--- src/rtl/mem_stage_pkg.sv ---
// rtl/mem_stage_pkg.sv - state encoding, size codes, width defaults and alignment helpers for mem_stage_ctrl
package mem_stage_pkg;

  localparam int DATA_W_DEF = 32;
  localparam int ADDR_W_DEF = 32;

  typedef logic [2:0] state_t;

  localparam logic [2:0] ST_IDLE = 3'd0;
  localparam logic [2:0] ST_RD   = 3'd1;
  localparam logic [2:0] ST_CAP  = 3'd2;
  localparam logic [2:0] ST_WR   = 3'd3;
  localparam logic [2:0] ST_RESP = 3'd4;

  localparam logic [1:0] SZ_BYTE = 2'b00;
  localparam logic [1:0] SZ_HALF = 2'b01;
  localparam logic [1:0] SZ_WORD = 2'b10;

  // Reserved size 2'b11 behaves as a word everywhere, hence the size[1] tests.
  function automatic logic is_misaligned(input logic [1:0] size, input logic [1:0] lo);
    return ((size == SZ_HALF) && lo[0]) || (size[1] && (lo != 2'b00));
  endfunction

  function automatic logic [1:0] align_lo(input logic [1:0] size, input logic [1:0] lo);
    logic [1:0] r;
    case (size)
      SZ_BYTE: r = lo;
      SZ_HALF: r = {lo[1], 1'b0};
      default: r = 2'b00;
    endcase
    return r;
  endfunction

endpackage

--- src/rtl/mem_lane_align.sv ---
// rtl/mem_lane_align.sv - little-endian lane extraction/extension for loads and lane merge for sub-word stores
module mem_lane_align
  import mem_stage_pkg::*;
#(
  parameter int DATA_W = DATA_W_DEF
) (
  input  logic [1:0]        size_i,
  input  logic              unsigned_i,
  input  logic [1:0]        lane_i,
  input  logic [DATA_W-1:0] rdata_i,
  input  logic [DATA_W-1:0] wdata_i,
  output logic [DATA_W-1:0] load_o,
  output logic [DATA_W-1:0] merge_o
);

  logic [7:0]  byte_sel;
  logic [15:0] half_sel;

  always_comb begin
    byte_sel = rdata_i[{lane_i, 3'b000} +: 8];
    half_sel = lane_i[1] ? rdata_i[31:16] : rdata_i[15:0];
    load_o   = rdata_i;
    merge_o  = wdata_i;
    case (size_i)
      SZ_BYTE: begin
        load_o  = {{(DATA_W-8){~unsigned_i & byte_sel[7]}}, byte_sel};
        merge_o = rdata_i;
        merge_o[{lane_i, 3'b000} +: 8] = wdata_i[7:0];
      end
      SZ_HALF: begin
        load_o  = {{(DATA_W-16){~unsigned_i & half_sel[15]}}, half_sel};
        merge_o = rdata_i;
        if (lane_i[1]) merge_o[31:16] = wdata_i[15:0];
        else           merge_o[15:0]  = wdata_i[15:0];
      end
      default: ;
    endcase
  end

endmodule

--- src/rtl/mem_stage_ctrl.sv ---
// rtl/mem_stage_ctrl.sv - load/store FSM in front of DATA_RAM with read-modify-write for sub-word stores
// MEM_MISALIGN_TRAP_EN: misaligned accesses respond with resp_err; otherwise they are aligned down and proceed.
module mem_stage_ctrl
  import mem_stage_pkg::*;
#(
  parameter int DATA_W = DATA_W_DEF,
  parameter int ADDR_W = ADDR_W_DEF
) (
  input  logic              Clock,
  input  logic              Reset,
  input  logic              req_valid,
  output logic              req_ready,
  input  logic              req_we,
  input  logic [1:0]        req_size,
  input  logic              req_unsigned,
  input  logic [ADDR_W-1:0] req_addr,
  input  logic [DATA_W-1:0] req_wdata,
  output logic              resp_valid,
  output logic [DATA_W-1:0] resp_rdata,
  output logic              resp_err,
  output logic [ADDR_W-1:0] ram_addr,
  output logic [DATA_W-1:0] ram_datain,
  output logic              ram_write,
  output logic              ram_read,
  input  logic [DATA_W-1:0] ram_dataout
);

  state_t            state_q, state_d;
  logic              we_q, we_d;
  logic [1:0]        size_q, size_d;
  logic              uns_q, uns_d;
  logic [ADDR_W-1:0] addr_q, addr_d;
  logic [DATA_W-1:0] data_q, data_d;
  logic [DATA_W-1:0] load_word, merge_word;
`ifdef MEM_MISALIGN_TRAP_EN
  logic              err_q, err_d;
`endif

  // data_q carries store data until CAP, then the merged word or extended load result.
  mem_lane_align #(.DATA_W(DATA_W)) u_align (
    .size_i     (size_q),
    .unsigned_i (uns_q),
    .lane_i     (addr_q[1:0]),
    .rdata_i    (ram_dataout),
    .wdata_i    (data_q),
    .load_o     (load_word),
    .merge_o    (merge_word)
  );

  always_comb begin
    state_d = state_q;
    we_d    = we_q;
    size_d  = size_q;
    uns_d   = uns_q;
    addr_d  = addr_q;
    data_d  = data_q;
`ifdef MEM_MISALIGN_TRAP_EN
    err_d   = err_q;
`endif
    case (state_q)
      ST_IDLE: begin
        if (req_valid) begin
          we_d   = req_we;
          size_d = req_size;
          uns_d  = req_unsigned;
          data_d = req_wdata;
`ifdef MEM_MISALIGN_TRAP_EN
          addr_d = req_addr;
          err_d  = is_misaligned(req_size, req_addr[1:0]);
          if (err_d)                      state_d = ST_RESP;
          else if (req_we && req_size[1]) state_d = ST_WR;
          else                            state_d = ST_RD;
`else
          addr_d  = {req_addr[ADDR_W-1:2], align_lo(req_size, req_addr[1:0])};
          state_d = (req_we && req_size[1]) ? ST_WR : ST_RD;
`endif
        end
      end
      ST_RD:   state_d = ST_CAP;
      ST_CAP: begin
        data_d  = we_q ? merge_word : load_word;
        state_d = we_q ? ST_WR : ST_RESP;
      end
      ST_WR:   state_d = ST_RESP;
      ST_RESP: state_d = ST_IDLE;
      default: state_d = ST_IDLE;
    endcase
  end

  always_ff @(posedge Clock) begin
    if (Reset) begin
      state_q <= ST_IDLE;
      we_q    <= 1'b0;
      size_q  <= SZ_BYTE;
      uns_q   <= 1'b0;
      addr_q  <= '0;
      data_q  <= '0;
`ifdef MEM_MISALIGN_TRAP_EN
      err_q   <= 1'b0;
`endif
    end else begin
      state_q <= state_d;
      we_q    <= we_d;
      size_q  <= size_d;
      uns_q   <= uns_d;
      addr_q  <= addr_d;
      data_q  <= data_d;
`ifdef MEM_MISALIGN_TRAP_EN
      err_q   <= err_d;
`endif
    end
  end

  assign req_ready  = (state_q == ST_IDLE);
  assign ram_read   = (state_q == ST_RD);
  assign ram_write  = (state_q == ST_WR);
  assign resp_valid = (state_q == ST_RESP);
  assign ram_addr   = {addr_q[ADDR_W-1:2], 2'b00};
  assign ram_datain = ram_write ? data_q : '0;

`ifdef MEM_MISALIGN_TRAP_EN
  assign resp_err   = resp_valid & err_q;
  assign resp_rdata = (resp_valid && !we_q && !err_q) ? data_q : '0;
`else
  assign resp_err   = 1'b0;
  assign resp_rdata = (resp_valid && !we_q) ? data_q : '0;
`endif

endmodule
--- config.mk ---
export PLATFORM = sky130hd
export DESIGN_NAME = mem_stage_ctrl
export DESIGN_NICKNAME = d
export VERILOG_FILES = /design/src/rtl/mem_stage_pkg.sv /design/src/rtl/mem_lane_align.sv /design/src/rtl/mem_stage_ctrl.sv
export SDC_FILE = /design/constraint.sdc
export NUM_CORES = 1
export LEC_CHECK = 0
export CAP_MARGIN = 20
export CELL_PAD_IN_SITES_DETAIL_PLACEMENT = 1
export CELL_PAD_IN_SITES_GLOBAL_PLACEMENT = 1
export CORE_ASPECT_RATIO = 1.25
export CORE_MARGIN = 5
export CORE_UTILIZATION = 36
export CTS_CLUSTER_SIZE = 40
export DETAILED_ROUTE_END_ITERATION = 10
export GPL_ROUTABILITY_DRIVEN = 0
export PLACE_DENSITY = 0.9
export SLEW_MARGIN = 0
export SYNTH_ARGS = -nofsm -noshare
export SYNTH_HDL_FRONTEND = slang
export SYNTH_HIERARCHICAL = 1
export SYNTH_SLANG_ARGS = --single-unit
--- constraint.sdc ---
create_clock -name Clock -period 6.4 [get_ports Clock]
set_input_delay 1.28 -clock Clock [delete_from_list [all_inputs] [get_ports Clock]]
set_output_delay 1.28 -clock Clock [all_outputs]
set_load 0.01 [all_outputs]
==> flow_metrics.py, run 1 <==
metrics = {
    "run_status": {
        "outcome": "finished, final reports clean",
    },
    "route": {
        "dr_wl_met3_um": 1320,
        "viasPerCell": 5.68,
        "dr.pass1.iters": 7,
        "drc": 0,
        "met1Wirelength_um": 9060,
        "routed.top_layer": "met4",
        "drtIter0Drc": 701,
        "antenna_left": 0,
        "wl_per_cell_um": 21.6,
        "routed_wl_um": 23600,
        "vias": 6187,
        "wl_met2_um": 12300,
    },
    "placed_design": {
        "dp_cells": 1073,
        "post-place-ws_ns": 2.53,
        "io_buffer_count": 200,
        "dp_hpwl_um": 16900,
        "placed_area_um2": 7590,
    },
    "power": {
        "vdd_drop_max_mv": 0.107,
        "p_leak_nw": 2.74,
        "p_per_area_nw_per_um2": 211,
    },
    "synth": {
        "synth.area.top_cells": "dfxtp_1, nand2_1, a311oi_2",
        "yosys_most_used_dff": "dfxtp_1",
        "netlist.area_leader.share_pct": 24.4,
        "synth_compound_area_share_pct": 28.2,
        "synth_most_common_cell": "nand2_1",
        "synth_fa_ha_area_share_pct": 1.07,
        "synth_top_family_by_area": "compound AO/OA/AOI/OAI gates",
        "synthTopCellsByCount": "nand2_1, a21oi_1, and2_1, dfxtp_1, buf_4",
        "ys_seq_elements": 71,
        "synthXorXnorAreaFrac_pct": 0,
        "syn_area_um2": 5820,
        "synth-edff-count": 0,
        "synth_warnings": 6,
        "ys_seq_area_share_pct": 24.4,
        "synth_area_leader_cell": "dfxtp_1",
        "synth_simple_gate_area_share_pct": 27.0,
        "synth.distinct_cells": 57,
        "synthMuxAreaShare_pct": 7.89,
        "async_reset_ff_share_pct": 0,
        "synth_cells": 739,
        "syn_avg_cell_area_um2": 7.88,
    },
    "floorplanning": {
        "fp.dieH_um": 152,
        "die_w_um": 124,
        "start_util_pct": 36.2,
        "core_um2": 16100,
        "ios": 204,
        "rows": 52,
        "die-area_um2": 18800,
    },
    "critical_path": {
        "cp-end-kind": "output port",
        "required_ns": 5.12,
        "start_kind": "register",
        "crit_arrival_ns": 2.92,
        "slowest_delay_ns": 0.79,
        "path_class": "register to output port",
        "crit_chain": "nor3b_2 -> and2b_1 -> and2_1 -> clkdlybuf4s50_1",
        "crit_fanout": 32,
        "crit_path_top_delay_cell": "and2b_1",
    },
    "clocking": {
        "post_cts_buffers": 0,
        "clkSinkCount": 71,
        "holdBufCountCts": 0,
        "ctsHtreeMaxLevel": 3,
        "cts_root_buf": "clkbuf_16",
        "ctsLongestPathBuffers": 2,
        "clkTransAtPathRegs_ns": 0.06,
        "cts_buffers": 9,
        "clkLatencyLatePin_ns": 0.35,
        "cts_tree": "done",
        "postCtsResizedCells": 0,
    },
    "sta": {
        "finalSetupViolations": 0,
        "max_slew.worst_pin.slew_ns": 0.979,
        "fin_crit_ns": 4.20,
        "fin_skew_ns": 0.00793,
        "rsz0062_at_grt": "false",
        "fin_crit_sh_pct": 65.6,
        "slew_headroom_pct": 34.8,
        "fmax_mhz": 238,
        "worst_slack_ns": 2.20,
        "hold_viol": 0,
        "fin_tns_setup_ns": 0,
        "drv_slew": 0,
    },
    "final_layout": {
        "fin_cells": 1090,
        "num_antenna_cells": 0,
        "multi_input_area_um2": 3770,
        "nets": 977,
        "fillers": 1934,
        "drive_gt1_share_pct": 10.8,
        "areaGrowthSynthToFinish_pct": 36.1,
        "finalInstanceArea_um2": 7920,
        "seqCellArea_um2": 1420,
    },
    "global_route": {
        "grt_first_pass_wirelength_um": 36000,
        "grt_usage_pct": 24.5,
        "grt.overflow.total": 0,
        "grt_pass1_vias": 6319,
        "grt_antenna_before_repair": 0,
        "grt_max_degree": 63,
    },
    "run": {
        "cap_violations": 0,
    },
    "min_path": {
        "hp-class": "register to register",
    },
}
logic make-up after synthesis:
| family | count (synthesis) |
|---|---|
| simple gates | 307 |
| mux | 45 |
| other cells | 1 |
| fa+ha+maj | 5 |
| flops | 71 |
| buf+inv | 108 |
| compound gates | 202 |
worst paths after layout:
path	from	to	slack, ns	cells past startpoint
hold / removal	addr_q[19]	addr_q[19]	0.45	2
setup reg to reg	addr_q[1]	data_q[22]	3.63	10
setup / recovery	state_q[2]	resp_rdata[11]	2.20	4
hold reg to reg	addr_q[19]	addr_q[19]	0.45	2
power by group:
group	switching [W]	internal [W]	total, W
clock network	0.000224	0.000315	0.000539
registers	0.0000767	0.000492	0.000568
logic	0.000298	0.000266	0.000564
total	0.000599	0.00107	0.00167
critical path: cells and delay by family, from the launching register on:
kind | cells | cell delay (ns)
flops | 1 | 0.69
buf+inv | 1 | 0.54
simple gates | 3 | 1.32
metal layers:
metal	track usage (%)	vias to the layer above
met5	0	-
met4	10.6	0
met3	3.79	75
met2	42.5	280
met1	29.2	3004
li1	-	2828
through the flow:
step | utilization (%) | total power (W) | hold slack (ns)
after CTS | 49.1 | 0.00167 | 0.454
after global placement | 47.2 | 0.00111 | 0.441
final | 49.3 | 0.00167 | 0.452
after global routing | 49.3 | 0.00174 | 0.476
after detailed placement | 47.2 | 0.00113 | 0.449
after floorplan | - | 0.000933 | 0.431
cell type report:
cell class / instances / share of cell area [%]
inverter: 13 / 0.616
multi-input combinational: 562 / 47.5
timing repair buffer: 212 / 26.6
tap: 216 / 3.41
sequential: 71 / 18.0
clock buffer: 10 / 3.02
clock inverter: 6 / 0.869
layout by cell type (no fill, tap or decap), types with 10 or more instances in the layout:
master,count
a21oi_2,10
o21ai_0,16
a22o_1,11
and2_1,72
dfxtp_1,70
nor2_1,10
clkdlybuf4s50_1,199
nand2_1,164
mux2i_1,38
a311oi_2,30
nor2b_1,29
a221o_1,16
inv_1,12
a21oi_1,81
buf_4,11
sequential cells by signal, indices dropped and copies added (netlist names):
| name | cells |
|---|---|
| size_q | 2 |
| uns_q | 1 |
| addr_q | 32 |
| data_q | 32 |
| we_q | 1 |
| state_q | 3 |
(Power assumes the default switching activity.)
==> run 2: changes to the inputs <==
Settings changed: CORE_UTILIZATION 36 to 33, PLACE_DENSITY 0.9 to 0.84.
Clock period 6.4 ns to 4.3 ns, I/O delays scaled along.
==> flow_metrics.py, run 2 (same netlist as run 1, synthesis figures left out) <==
metrics = {
    "run_status": {
        "outcome": "finished, final reports clean",
    },
    "critical_path": {
        "crit_path_top_delay_cell": "dfxtp_1",
        "crit_arrival_ns": 2.56,
        "r2r_cells": 9,
        "crit_fanout": 31,
        "slowest_delay_ns": 0.72,
        "crit_chain": "nor3b_2 -> and2b_1 -> buf_4 -> and2_1 -> clkdlybuf4s50_1",
        "path_class": "register to output port",
        "required_ns": 3.44,
        "cp-end-kind": "output port",
        "start_kind": "register",
    },
    "route": {
        "drtIter0Drc": 586,
        "dr.pass1.iters": 5,
        "drc": 0,
        "vias": 6208,
        "wl_per_cell_um": 21.5,
        "antenna_left": 0,
        "routed_wl_um": 23700,
        "viasPerCell": 5.64,
    },
    "global_route": {
        "grt_usage_pct": 22.3,
        "grt_max_degree": 63,
        "grt_first_pass_wirelength_um": 35500,
        "grt_antenna_before_repair": 0,
        "grt_pass1_vias": 6252,
        "grt.overflow.total": 0,
    },
    "min_path": {
        "hp-class": "register to register",
        "holdPathStages": 2,
    },
    "power": {
        "p_per_area_nw_per_um2": 312,
        "vdd_drop_max_mv": 0.168,
        "p_leak_nw": 2.75,
    },
    "sta": {
        "fmax_mhz": 293,
        "fin_skew_ns": 0.0109,
        "fin_crit_sh_pct": 79.4,
        "hold_viol": 0,
        "finalSetupViolations": 0,
        "drv_slew": 0,
        "rsz0062_at_grt": "false",
        "worst_hold_slack_ns": 0.453,
        "fin_tns_setup_ns": 0,
        "max_slew.worst_pin.slew_ns": 0.978,
        "fin_crit_ns": 3.42,
        "slew_headroom_pct": 34.7,
    },
    "floorplanning": {
        "core_um2": 17400,
        "rows": 54,
        "die-area_um2": 20400,
        "ios": 204,
        "die_w_um": 129,
        "start_util_pct": 33.4,
        "fp.dieH_um": 158,
    },
    "clocking": {
        "post_cts_buffers": 0,
        "holdBufCountCts": 0,
        "ctsLongestPathBuffers": 2,
        "cts_tree": "done",
        "postCtsResizedCells": 0,
        "cts_buffers": 9,
        "clkSinkCount": 71,
        "cts_root_buf": "clkbuf_16",
        "clkTransAtPathRegs_ns": 0.06,
        "ctsHtreeMaxLevel": 3,
        "clkLatencyLatePin_ns": 0.35,
    },
    "final_layout": {
        "nets": 981,
        "mostFrequentLayoutCell": "clkdlybuf4s50_1",
        "areaGrowthSynthToFinish_pct": 36.3,
        "drive_gt1_share_pct": 10.9,
        "layout_common_cells": "clkdlybuf4s50_1, nand2_1, a21oi_1, and2_1, dfxtp_1",
        "largestRegisters": "addr_q x32, data_q x32, state_q x3",
        "num_antenna_cells": 0,
    },
    "run": {
        "cap_violations": 0,
    },
    "placed_design": {
        "io_buffer_count": 200,
        "dp_hpwl_um": 17000,
    },
}
run 2: layout make-up:
type                            count  area (µm²)
Clock inverter                      4        55.1
Timing Repair Buffer              216        2120
Inverter                           13        48.8
Clock buffer                       11         243
Multi-Input combinational cell    562        3770
Sequential cell                    71        1420
Tap cell                          224         280
Fill cell                        2105        9500
run 2: worst paths after layout:
path	start	to	slack [ns]
max	state_q[2]	resp_rdata[6]	0.88
max reg2reg	addr_q[1]	data_q[23]	1.36
min	addr_q[16]	addr_q[16]	0.45
min reg2reg	addr_q[16]	addr_q[16]	0.45
run 2: critical path: cells and delay by family, from the launching register on:
family	cells	cell delay (ns)
buffers and inverters	2	0.82
DFF	1	0.72
and+or+nand+nor	3	0.65
run 2: layer usage:
layer | GRT usage (%) | up-vias | part of all wire (%)
met5 | 0 | - | 0
met4 | 8.85 | 0 | 3.0
met3 | 3.32 | 53 | 6.2
met2 | 39.1 | 274 | 51
met1 | 27.2 | 3046 | 39
li1 | - | 2835 | -
run 2: where the power goes:
part           switching (W)  internal (W)  leakage [nW]
registers           0.000117      0.000732         0.586
logic               0.000440      0.000400          2.02
clock network       0.000319      0.000466         0.142
total               0.000876       0.00160          2.75
run 2: stage by stage:
stage	power, W	area (µm²)	util [%]	setup slack (ns)	instances
floorplan	0.00139	5830	-	2.05	741
finish	0.00247	7930	45.5	0.885	1101
global route	0.00258	7930	45.5	0.714	1101
global placement	0.00167	7630	43.8	1.28	1086
CTS	0.00249	7930	45.5	0.864	1101
detailed placement	0.00169	7630	43.8	1.23	1086
